`src/rtl/dm_arbiter_if.sv`:
```
// Bus bundle between the two requesters, the arbiter and the single-ported data memory.
// The slave view is the arbiter; the master view is the requesters plus the memory.
interface dm_arbiter_if;
  logic        p0_req;
  logic        p0_we;
  logic [2:0]  p0_funct3;
  logic [9:0]  p0_addr;
  logic [31:0] p0_wdata;
  logic        p0_gnt;
  logic [31:0] p0_rdata;
  logic        p0_rvalid;

  logic        p1_req;
  logic        p1_we;
  logic [2:0]  p1_funct3;
  logic [9:0]  p1_addr;
  logic [31:0] p1_wdata;
  logic        p1_lock;
  logic        p1_gnt;
  logic [31:0] p1_rdata;
  logic        p1_rvalid;

  logic [3:0]  dm_wea;
  logic [9:0]  dm_addra;
  logic [31:0] dm_dina;
  logic [31:0] dm_douta;

  modport slave (
    input  p0_req, p0_we, p0_funct3, p0_addr, p0_wdata,
    input  p1_req, p1_we, p1_funct3, p1_addr, p1_wdata, p1_lock,
    input  dm_douta,
    output p0_gnt, p0_rdata, p0_rvalid,
    output p1_gnt, p1_rdata, p1_rvalid,
    output dm_wea, dm_addra, dm_dina
  );

  modport master (
    output p0_req, p0_we, p0_funct3, p0_addr, p0_wdata,
    output p1_req, p1_we, p1_funct3, p1_addr, p1_wdata, p1_lock,
    output dm_douta,
    input  p0_gnt, p0_rdata, p0_rvalid,
    input  p1_gnt, p1_rdata, p1_rvalid,
    input  dm_wea, dm_addra, dm_dina
  );
endinterface

```
`src/rtl/dm_arbiter.sv`:
```
// Two-port arbiter in front of the byte-addressed data memory: one access per cycle,
// bounded port-1 starvation, capped port-1 burst lock, load sizing and extension.
module dm_arbiter #(
  parameter int unsigned MAX_WAIT  = 4,
  parameter int unsigned BURST_MAX = 8
) (
  input  logic         clk,
  input  logic         rst,
  dm_arbiter_if.slave  bus
);

  localparam logic [3:0] LpMaxWait  = 4'(MAX_WAIT);
  localparam logic [3:0] LpBurstMax = 4'(BURST_MAX);

  typedef enum logic [1:0] {SelIdle, SelP0, SelP1} sel_e;

  logic [3:0]  r_wait_cnt;
  logic [3:0]  r_burst_cnt;
  logic        r_p1_last;
  logic [31:0] r_p0_rdata;
  logic [31:0] r_p1_rdata;
  logic        r_p0_rvalid;
  logic        r_p1_rvalid;

  sel_e        w_sel;
  logic        w_lock;
  logic        w_starved;
  logic        w_p0_gnt;
  logic        w_p1_gnt;
  logic        w_we;
  logic [2:0]  w_funct3;
  logic [9:0]  w_addr;
  logic [31:0] w_wdata;
  logic [31:0] w_ld_data;

  function automatic logic [3:0] f_store_mask(input logic [1:0] size);
    case (size)
      2'b00:   f_store_mask = 4'b0001;
      2'b01:   f_store_mask = 4'b0011;
      2'b10:   f_store_mask = 4'b1111;
      default: f_store_mask = 4'b0000;
    endcase
  endfunction

  function automatic logic [31:0] f_load_ext(input logic [2:0] funct3, input logic [31:0] d);
    case (funct3[1:0])
      2'b00:   f_load_ext = funct3[2] ? {24'h0, d[7:0]}   : {{24{d[7]}}, d[7:0]};
      2'b01:   f_load_ext = funct3[2] ? {16'h0, d[15:0]}  : {{16{d[15]}}, d[15:0]};
      2'b10:   f_load_ext = d;
      default: f_load_ext = 32'h0;
    endcase
  endfunction

  assign w_lock    = bus.p1_req && bus.p1_lock && r_p1_last && (r_burst_cnt < LpBurstMax);
  assign w_starved = bus.p1_req && (r_wait_cnt == LpMaxWait);

  // Reset forces the idle selection so no grant or memory write leaks out while held.
  always_comb begin
    w_sel = SelIdle;
    if (rst) begin
      w_sel = SelIdle;
    end else if (w_lock || w_starved) begin
      w_sel = SelP1;
    end else if (bus.p0_req) begin
      w_sel = SelP0;
    end else if (bus.p1_req) begin
      w_sel = SelP1;
    end
  end

  always_comb begin
    w_we     = 1'b0;
    w_funct3 = 3'b000;
    w_addr   = 10'h000;
    w_wdata  = 32'h0;
    unique case (w_sel)
      SelP0: begin
        w_we     = bus.p0_we;
        w_funct3 = bus.p0_funct3;
        w_addr   = bus.p0_addr;
        w_wdata  = bus.p0_wdata;
      end
      SelP1: begin
        w_we     = bus.p1_we;
        w_funct3 = bus.p1_funct3;
        w_addr   = bus.p1_addr;
        w_wdata  = bus.p1_wdata;
      end
      default: ;
    endcase
  end

  assign w_p0_gnt  = (w_sel == SelP0);
  assign w_p1_gnt  = (w_sel == SelP1);
  assign w_ld_data = f_load_ext(w_funct3, bus.dm_douta);

  assign bus.p0_gnt    = w_p0_gnt;
  assign bus.p1_gnt    = w_p1_gnt;
  assign bus.dm_wea    = w_we ? f_store_mask(w_funct3[1:0]) : 4'b0000;
  assign bus.dm_addra  = w_addr;
  assign bus.dm_dina   = w_wdata;
  assign bus.p0_rdata  = r_p0_rdata;
  assign bus.p1_rdata  = r_p1_rdata;
  assign bus.p0_rvalid = r_p0_rvalid;
  assign bus.p1_rvalid = r_p1_rvalid;

  always_ff @(posedge clk or posedge rst) begin
    if (rst) begin
      r_wait_cnt  <= 4'h0;
      r_burst_cnt <= 4'h0;
      r_p1_last   <= 1'b0;
      r_p0_rdata  <= 32'h0;
      r_p1_rdata  <= 32'h0;
      r_p0_rvalid <= 1'b0;
      r_p1_rvalid <= 1'b0;
    end else begin
      r_p1_last <= w_p1_gnt;

      if (bus.p1_req && !w_p1_gnt) begin
        if (r_wait_cnt < LpMaxWait) begin
          r_wait_cnt <= r_wait_cnt + 4'd1;
        end
      end else begin
        r_wait_cnt <= 4'h0;
      end

      if (w_p1_gnt) begin
        if (r_burst_cnt != 4'hF) begin
          r_burst_cnt <= r_burst_cnt + 4'd1;
        end
      end else begin
        r_burst_cnt <= 4'h0;
      end

      // The memory reads combinationally, so load data is captured at the end of the grant.
      r_p0_rvalid <= w_p0_gnt && !w_we;
      r_p1_rvalid <= w_p1_gnt && !w_we;
      if (w_p0_gnt && !w_we) begin
        r_p0_rdata <= w_ld_data;
      end
      if (w_p1_gnt && !w_we) begin
        r_p1_rdata <= w_ld_data;
      end
    end
  end

endmodule

```
`src/flat_wrapper.sv`:
```
// flat-port wrapper written by rule: the top's interface ports become plain ports
module dm_arbiter_flat 
#(
  parameter int unsigned MAX_WAIT  = 4,
  parameter int unsigned BURST_MAX = 8
)
  (clk, rst, bus_p0_req, bus_p0_we, bus_p0_funct3, bus_p0_addr, bus_p0_wdata, bus_p1_req, bus_p1_we, bus_p1_funct3, bus_p1_addr, bus_p1_wdata, bus_p1_lock, bus_dm_douta, bus_p0_gnt, bus_p0_rdata, bus_p0_rvalid, bus_p1_gnt, bus_p1_rdata, bus_p1_rvalid, bus_dm_wea, bus_dm_addra, bus_dm_dina);
  dm_arbiter_if bus_i ();
  input  logic clk;
  input  logic rst;
  input wire logic [$bits(bus_i.p0_req)-1:0] bus_p0_req;
  input wire logic [$bits(bus_i.p0_we)-1:0] bus_p0_we;
  input wire logic [$bits(bus_i.p0_funct3)-1:0] bus_p0_funct3;
  input wire logic [$bits(bus_i.p0_addr)-1:0] bus_p0_addr;
  input wire logic [$bits(bus_i.p0_wdata)-1:0] bus_p0_wdata;
  input wire logic [$bits(bus_i.p1_req)-1:0] bus_p1_req;
  input wire logic [$bits(bus_i.p1_we)-1:0] bus_p1_we;
  input wire logic [$bits(bus_i.p1_funct3)-1:0] bus_p1_funct3;
  input wire logic [$bits(bus_i.p1_addr)-1:0] bus_p1_addr;
  input wire logic [$bits(bus_i.p1_wdata)-1:0] bus_p1_wdata;
  input wire logic [$bits(bus_i.p1_lock)-1:0] bus_p1_lock;
  input wire logic [$bits(bus_i.dm_douta)-1:0] bus_dm_douta;
  output wire logic [$bits(bus_i.p0_gnt)-1:0] bus_p0_gnt;
  output wire logic [$bits(bus_i.p0_rdata)-1:0] bus_p0_rdata;
  output wire logic [$bits(bus_i.p0_rvalid)-1:0] bus_p0_rvalid;
  output wire logic [$bits(bus_i.p1_gnt)-1:0] bus_p1_gnt;
  output wire logic [$bits(bus_i.p1_rdata)-1:0] bus_p1_rdata;
  output wire logic [$bits(bus_i.p1_rvalid)-1:0] bus_p1_rvalid;
  output wire logic [$bits(bus_i.dm_wea)-1:0] bus_dm_wea;
  output wire logic [$bits(bus_i.dm_addra)-1:0] bus_dm_addra;
  output wire logic [$bits(bus_i.dm_dina)-1:0] bus_dm_dina;
  assign bus_i.p0_req = bus_p0_req;
  assign bus_i.p0_we = bus_p0_we;
  assign bus_i.p0_funct3 = bus_p0_funct3;
  assign bus_i.p0_addr = bus_p0_addr;
  assign bus_i.p0_wdata = bus_p0_wdata;
  assign bus_i.p1_req = bus_p1_req;
  assign bus_i.p1_we = bus_p1_we;
  assign bus_i.p1_funct3 = bus_p1_funct3;
  assign bus_i.p1_addr = bus_p1_addr;
  assign bus_i.p1_wdata = bus_p1_wdata;
  assign bus_i.p1_lock = bus_p1_lock;
  assign bus_i.dm_douta = bus_dm_douta;
  assign bus_p0_gnt = bus_i.p0_gnt;
  assign bus_p0_rdata = bus_i.p0_rdata;
  assign bus_p0_rvalid = bus_i.p0_rvalid;
  assign bus_p1_gnt = bus_i.p1_gnt;
  assign bus_p1_rdata = bus_i.p1_rdata;
  assign bus_p1_rvalid = bus_i.p1_rvalid;
  assign bus_dm_wea = bus_i.dm_wea;
  assign bus_dm_addra = bus_i.dm_addra;
  assign bus_dm_dina = bus_i.dm_dina;
  dm_arbiter #(.MAX_WAIT(MAX_WAIT), .BURST_MAX(BURST_MAX)) u_core (.clk(clk), .rst(rst), .bus(bus_i));
endmodule
```
`config.mk`:
```
export PLATFORM = sky130hd
export DESIGN_NAME = dm_arbiter_flat
export DESIGN_NICKNAME = d
export VERILOG_FILES = /design/src/rtl/dm_arbiter_if.sv /design/src/rtl/dm_arbiter.sv /design/src/flat_wrapper.sv
export SDC_FILE = /design/constraint.sdc
export NUM_CORES = 1
export LEC_CHECK = 0
export CORE_ASPECT_RATIO = 1.1
export CORE_UTILIZATION = 39
export DETAILED_ROUTE_END_ITERATION = 8
export PLACE_DENSITY = 0.91
export REMOVE_ABC_BUFFERS = 1
export SETUP_SLACK_MARGIN = 0.1
export SYNTH_ARGS = -nofsm -noshare
export SYNTH_HDL_FRONTEND = slang
export SYNTH_SLANG_ARGS = --single-unit
```
`constraint.sdc`:
```
create_clock -name clk -period 10.15 [get_ports clk]
set_clock_uncertainty 0.15 [all_clocks]
set_input_delay 2.5375 -clock clk [delete_from_list [all_inputs] [get_ports clk]]
set_output_delay 2.5375 -clock clk [all_outputs]
set_load 0.1 [all_outputs]
```
Word level (Yosys, flattened, before mapping)
Index checks and enable logic that the tools add are counted.
{ "totals": {"ff_bits": 75, "out_inout_bits": 114} }
{ "classes": {"add_sub_neg": 2, "magnitude_cmp": 2, "eq_ne": 8, "muxes": 17, "reduce_logical": 11} }
{ "ops": {"columns": ["cell", "count"], "rows": [
  ["case mux 32 bit (3 select lines)", 1],
  ["two-way mux 32 bit", 2],
  ["case mux 32 bit (2 select lines)", 1],
  ["two-way mux 4 bit", 5],
  ["case mux 10 bit (2 select lines)", 1],
  ["case mux 4 bit (3 select lines)", 1],
  ["adder 4 x 1 -> 4 bit, second input constant", 2],
  ["two-way mux 2 bit", 4],
  ["logical AND 1 bit", 7],
  ["case mux 3 bit (2 select lines)", 1],
  ["== test 2 x 1 -> 1 bit, second input constant", 2],
  ["== test 2 bit, second input constant", 2],
  ["== test 4 x 3 -> 1 bit, second input constant", 1],
  ["less-than comparator 4 x 3 -> 1 bit, second input constant", 1],
  ["less-than comparator 4 bit, second input constant", 1],
  ["inequality test 2 bit, second input constant", 2],
  ["inequality test 4 bit, second input constant", 1],
  ["logical NOT 1 bit", 2],
  ["logical NOT 2 bit", 1],
  ["case mux 1 bit (2 select lines)", 1],
  ["logical OR 1 bit", 1]
]} }

Depth between registers and ports, before layout
{ "logic_depth": {"depth_word": 11, "depth_mapped": 17, "mapped_depth_nobuf": 13} }

Worst setup path before layout
No wires, ideal clock.
{ "synth_timing": {"path_type": "input to output", "from": "input rst", "to": "output bus_dm_wea[3]", "arrival_time_ps": 8179, "path_slack_ps": -717, "cell_stages": 13, "path_buffers": 5, "cell_sequence": "inv_1 > o211ai_1 > ha_1 > buf_6 > buf_2 > a22oi_1 > or2_2 > ha_1 > buf_2 > clkbuf_1 > inv_1 > nor2_1 > buf_4"} }
{ "synth_via": {"elab_chain_len": 6, "elab_cells_between_ends": 10} }
{ "synth_lines": {"columns": ["item", "line_no", "text"], "rows": [
  ["start: declaration", "flat_wrapper.sv:10", "input logic rst;"],
  ["two-way mux 2 bit *", "dm_arbiter.sv:60", "if (rst) begin"],
  ["== test 2 bit *", null, null],
  ["net bus_p1_gnt", "flat_wrapper.sv:26", "output wire logic [$bits(bus_i.p1_gnt)-1:0] bus_p1_gnt;"],
  ["case mux 3 bit (2 select lines)", "dm_arbiter.sv:76", "unique case (w_sel)"],
  ["== test 2 bit, or another cell as far along", "dm_arbiter.sv:37", "case (size)"],
  ["case mux 4 bit (3 select lines)", "dm_arbiter.sv:37", null],
  ["two-way mux 4 bit *", "dm_arbiter.sv:99", "assign bus.dm_wea = w_we ? f_store_mask(w_funct3[1:0]) : 4'b0000;"],
  ["end: declaration", "flat_wrapper.sv:29", "output wire logic [$bits(bus_i.dm_wea)-1:0] bus_dm_wea;"]
]} }
The timed path passes the listed nets; every way through them passes the cells marked *.

Final worst setup path
{ "layout_timing": {"from": "input bus_p1_lock", "to": "output bus_dm_wea[2]"} }
{ "layout_via": {"elab_chain_len": 11, "elab_cells_between_ends": 15} }
{ "layout_lines": {"columns": ["item", "line_no", "text"], "rows": [
  ["start: declaration", "flat_wrapper.sv:21", "input wire logic [$bits(bus_i.p1_lock)-1:0] bus_p1_lock;"],
  ["logical AND 1 bit * (3 in series)", "dm_arbiter.sv:54", "assign w_lock = bus.p1_req && bus.p1_lock && r_p1_last && (r_burst_cnt < LpBurstMax);"],
  ["logical OR 1 bit *", "dm_arbiter.sv:62", "end else if (w_lock || w_starved) begin"],
  ["two-way mux 2 bit *", "dm_arbiter.sv:62", null],
  ["two-way mux 2 bit *", "dm_arbiter.sv:60", null],
  ["== test 2 bit or == test 2 x 1 -> 1 bit (tied branches)", "dm_arbiter.sv:76", null],
  ["case mux 3 bit (2 select lines)", "dm_arbiter.sv:76", null],
  ["== test 2 bit, or another cell as far along", "dm_arbiter.sv:37", null],
  ["case mux 4 bit (3 select lines)", "dm_arbiter.sv:37", null],
  ["two-way mux 4 bit *", "dm_arbiter.sv:99", null]
]} }
Mark *: on every way between the ends. The rest lies on a longest branch, timed or not.

==> results.rst <==
.. list-table::
   :header-rows: 1

   * - Metric
     - Value
   * - Outcome
     - finished clean
   * - Top post-synthesis cells by count
     - sky130_fd_sc_hd__dfrtp_1, sky130_fd_sc_hd__nor2_1, sky130_fd_sc_hd__a211oi_1, sky130_fd_sc_hd__a22oi_1, sky130_fd_sc_hd__a311oi_1
   * - Share of cells above drive strength 1
     - 9.248%
   * - Total leakage power
     - roughly 2.6 nW
   * - Cells taking the most area after synthesis
     - sky130_fd_sc_hd__dfrtp_1, sky130_fd_sc_hd__a211oi_1, sky130_fd_sc_hd__a311oi_1
   * - Via count
     - about 4.7k
   * - DRC violation count after routing
     - 0
   * - Count of buffers inserted at the top-level ports
     - between 200 and 250
   * - Core Region
     - 10910 um^2
   * - Register clock-pin slew on the reported worst setup and hold paths
     - roughly 60 ps
   * - I/O pin count
     - 243
   * - Asr flop ratio synth
     - between 90% and 100%
   * - Worst hold slack
     - 359.3 ps
   * - Synth-to-Final Area Change
     - 60.56%
   * - Kind of capture point of the worst setup path
     - primary output
   * - FF+latch count, synth
     - 75
   * - Die Y
     - 112.8 um
   * - Proportion of power drawn by the clock network
     - 18.8%
   * - Worst-margin pin slew
     - 1082 ps
   * - Most instantiated library cell after synthesis
     - sky130_fd_sc_hd__dfrtp_1
   * - Endpoints failing hold
     - 0
   * - Net switching fraction of the power
     - between 50% and 60%
   * - Clock tree sinks
     - 75
   * - Warnings from Yosys
     - 0
   * - List of cells traversed by the critical path
     - clkdlybuf4s50_1 -> nand2_1 -> o22ai_1 -> a211oi_1 -> ha_2 -> a22oi_1 -> nor2_1 -> ha_1 -> inv_1 -> nor2_1 -> buf_4
   * - All-layer global routing usage
     - 28.47%
   * - Clock root cell
     - sky130_fd_sc_hd__clkbuf_16
   * - Max_slew headroom
     - 27.61%
   * - Via count of the first global-routing pass
     - 4801
   * - DP Wirelength
     - 11790 um
   * - Setup slack, reg-to-reg
     - 5720 ps
   * - Hold-fix buffers, CTS
     - 0
   * - Cell type with the highest aggregate area in the netlist
     - sky130_fd_sc_hd__dfrtp_1
   * - Pin count of the biggest net entering global routing
     - 76
   * - Initial antenna violation count
     - 3
   * - Tot Pwr
     - 1.677 mW
   * - Total setup buffers inserted after CTS
     - 0
   * - Global-route wire length before repair
     - 25210 um
   * - Max-cap violation count
     - 0
   * - # resized after CTS
     - 0
   * - CP arrival
     - between 6000 and 7000 ps
   * - Placer congestion estimate
     - 0.9049
   * - Per-cell routed wire length
     - 20.65 um
   * - Clock latency at the later pin of the worst-skew pair
     - roughly 330 ps
   * - P per Cell Area
     - 239.9 nW/um^2
   * - Detailed router's first-iteration violation count
     - 297
   * - Clk buf depth
     - 2
   * - Combined area of all synthesized cells
     - 4353 um^2
   * - Number of enable-type register cells in the synthesized netlist
     - 0
   * - Effective utilization at floorplan
     - 39.90%
   * - Setup violation total in the final timing report
     - 0
   * - Cell-internal power
     - 802.6 uW
   * - Most common flop cell mapped by yosys
     - sky130_fd_sc_hd__dfrtp_1
   * - Fin crit period
     - 8942 ps
   * - Post-Synthesis Mean Instance Area
     - 10.10 um^2
   * - Data required time of the worst path
     - 7460 ps
   * - Switching Power
     - 874.2 uW
   * - Share of the cycle needed by the critical path after routing
     - 88.10%
   * - Slowest library cell on the worst path
     - sky130_fd_sc_hd__ha_1
   * - Drt total wl
     - 16270 um
   * - Clock tree from TritonCTS
     - done
   * - Number of nets with antenna violations after routing
     - 0
   * - Synth cell types
     - 42
   * - Sequential area share after synthesis
     - 43.12%
   * - Worst min path class
     - reg2reg
   * - Part of the total power dissipated in sequential elements
     - 24.9%
   * - Die width
     - 102.7 um
   * - Row cnt
     - 40
   * - Largest vdd supply drop
     - 0.1174 mV
   * - Maximum clock rate
     - 111.8 MHz
   * - Number of slew-limit violations in the final report
     - 0
   * - Final net count
     - 772
   * - Delay of the slowest cell on the worst path
     - 870 ps
   * - Instance count of the mapped netlist
     - 431
   * - CP Class
     - in2out
   * - Clock buffers created by TritonCTS
     - 9
   * - Max FO, Critical Path
     - 52
   * - Part of the power in combinational logic
     - 56.4%
   * - Fraction of post-synthesis cell area in the top cell type by area
     - 43.12%
   * - Global route overflow
     - 0
   * - Post-DR vias/cell
     - 5.953
   * - Library cell appearing most often on the critical path
     - sky130_fd_sc_hd__nor2_1
   * - H-tree levels
     - 3
   * - Number of iterations in the first detailed-routing pass
     - 6
   * - Critical path launch point type
     - input port
   * - Unrepaired setup endpoints after global routing
     - false
   * - Total die area
     - 11590 um^2
==> flip-flops by register name (all words and copies together) (netlist names) <==
| signal | count |
|---|---|
| u_core.r_p1_last | 1 |
| u_core.bus.p1_rvalid | 1 |
| u_core.r_burst_cnt | 4 |
| u_core.r_wait_cnt | 4 |
| u_core.bus.p1_rdata | 32 |
| u_core.bus.p0_rvalid | 1 |
| u_core.bus.p0_rdata | 32 |
==> final timing paths <==
path                                        startpoint  cells past startpoint                     end
worst max-delay path                       bus_p1_lock                     11           bus_dm_wea[2]
worst min-delay path            u_core.bus.p1_rdata[7]                      1  u_core.bus.p1_rdata[7]
worst max register to register    u_core.r_wait_cnt[0]                     12  u_core.bus.p0_rdata[1]
worst min register to register  u_core.bus.p1_rdata[7]                      1  u_core.bus.p1_rdata[7]
max in group asynchronous                          rst                      3  u_core.bus.p0_rdata[7]
min in group asynchronous                          rst                      3    u_core.r_wait_cnt[1]
==> cells by family (layout without fill, tap and decap cells) <==
logic type / Yosys count / after routing / synth area share (%)
DFF: 75 / 75 / 43.12
other: 0 / 3 / 0
muxes: 17 / 17 / 5.231
buffers and inverters: 66 / 273 / 8.019
xor gates and xnor gates: 2 / 2 / 0.4025
and+or+nand+nor: 91 / 91 / 9.141
adders and majority gates: 9 / 9 / 2.587
AOI/OAI and AO/OA: 171 / 171 / 31.50
==> power groups by stage <==
stage | clock [mW] | sequential [mW] | combinational [mW]
2_1_floorplan | 0 | 0.917 | 0.187
3_3_place_gp | 0 | 0.416 | 0.931
3_5_place_dp | 0 | 0.421 | 0.944
4_1_cts | 0.316 | 0.416 | 0.946
5_1_grt | 0.325 | 0.424 | 0.975
6_report | 0.314 | 0.417 | 0.945
==> placed cells by master (no fill, tap or decap), types with 6 or more instances in the layout <==
cell type / n
sky130_fd_sc_hd__a22oi_1: 44
sky130_fd_sc_hd__nor3b_1: 8
sky130_fd_sc_hd__nand2_1: 21
sky130_fd_sc_hd__mux2_4: 10
sky130_fd_sc_hd__dfrtp_1: 75
sky130_fd_sc_hd__a311oi_2: 8
sky130_fd_sc_hd__a211oi_1: 51
sky130_fd_sc_hd__a311oi_1: 40
sky130_fd_sc_hd__mux2_2: 6
sky130_fd_sc_hd__o21ai_0: 10
sky130_fd_sc_hd__ha_1: 7
sky130_fd_sc_hd__buf_4: 9
sky130_fd_sc_hd__clkbuf_16: 9
sky130_fd_sc_hd__inv_1: 10
sky130_fd_sc_hd__nor2_1: 52
sky130_fd_sc_hd__clkdlybuf4s50_1: 238
==> worst max-delay path: cells and delay by family <==
kind	cells	cell delay, ps
buffers and inverters	3	840
AO/OA/AOI/OAI	3	530
adder cells (fa/ha/maj)	2	1730
AND/OR/NAND/NOR	3	570
==> per-layer routing <==
layer  vias to the layer above  share of wire, %  global-route usage, %
met1                      2257                36                  32.88
met2                       311                50                  47.29
li1                       2068                 -                      -
met4                         0               5.3                  17.46
met3                        55               8.8                  6.547
met5                         -                 0                      0
==> cell type report <==
class / count / area, um^2
well taps: 147 / 183.9
clock buffers: 9 / 225.2
multi-input cells: 290 / 2138
flip-flops and latches: 75 / 1877
clock inverters: 6 / 65.06
fillers: 895 / 3921
repair buffers: 247 / 2450
diodes: 3 / 7.507
inverters: 11 / 42.54
==> stage by stage <==
step	utilization [%]	setup TNS, ps	area [um^2]	std cells	setup WS (ps)
4_1_cts	63.99	0	6982	785	1252
2_1_floorplan	-	-5411	4045	376	-1959
3_3_place_gp	61.33	0	6691	770	1442
6_report	64.06	0	6989	788	1208
5_1_grt	64.06	0	6989	788	1013
3_5_place_dp	61.33	0	6691	770	1275
Note: power is estimated with default switching activity, not from simulation.
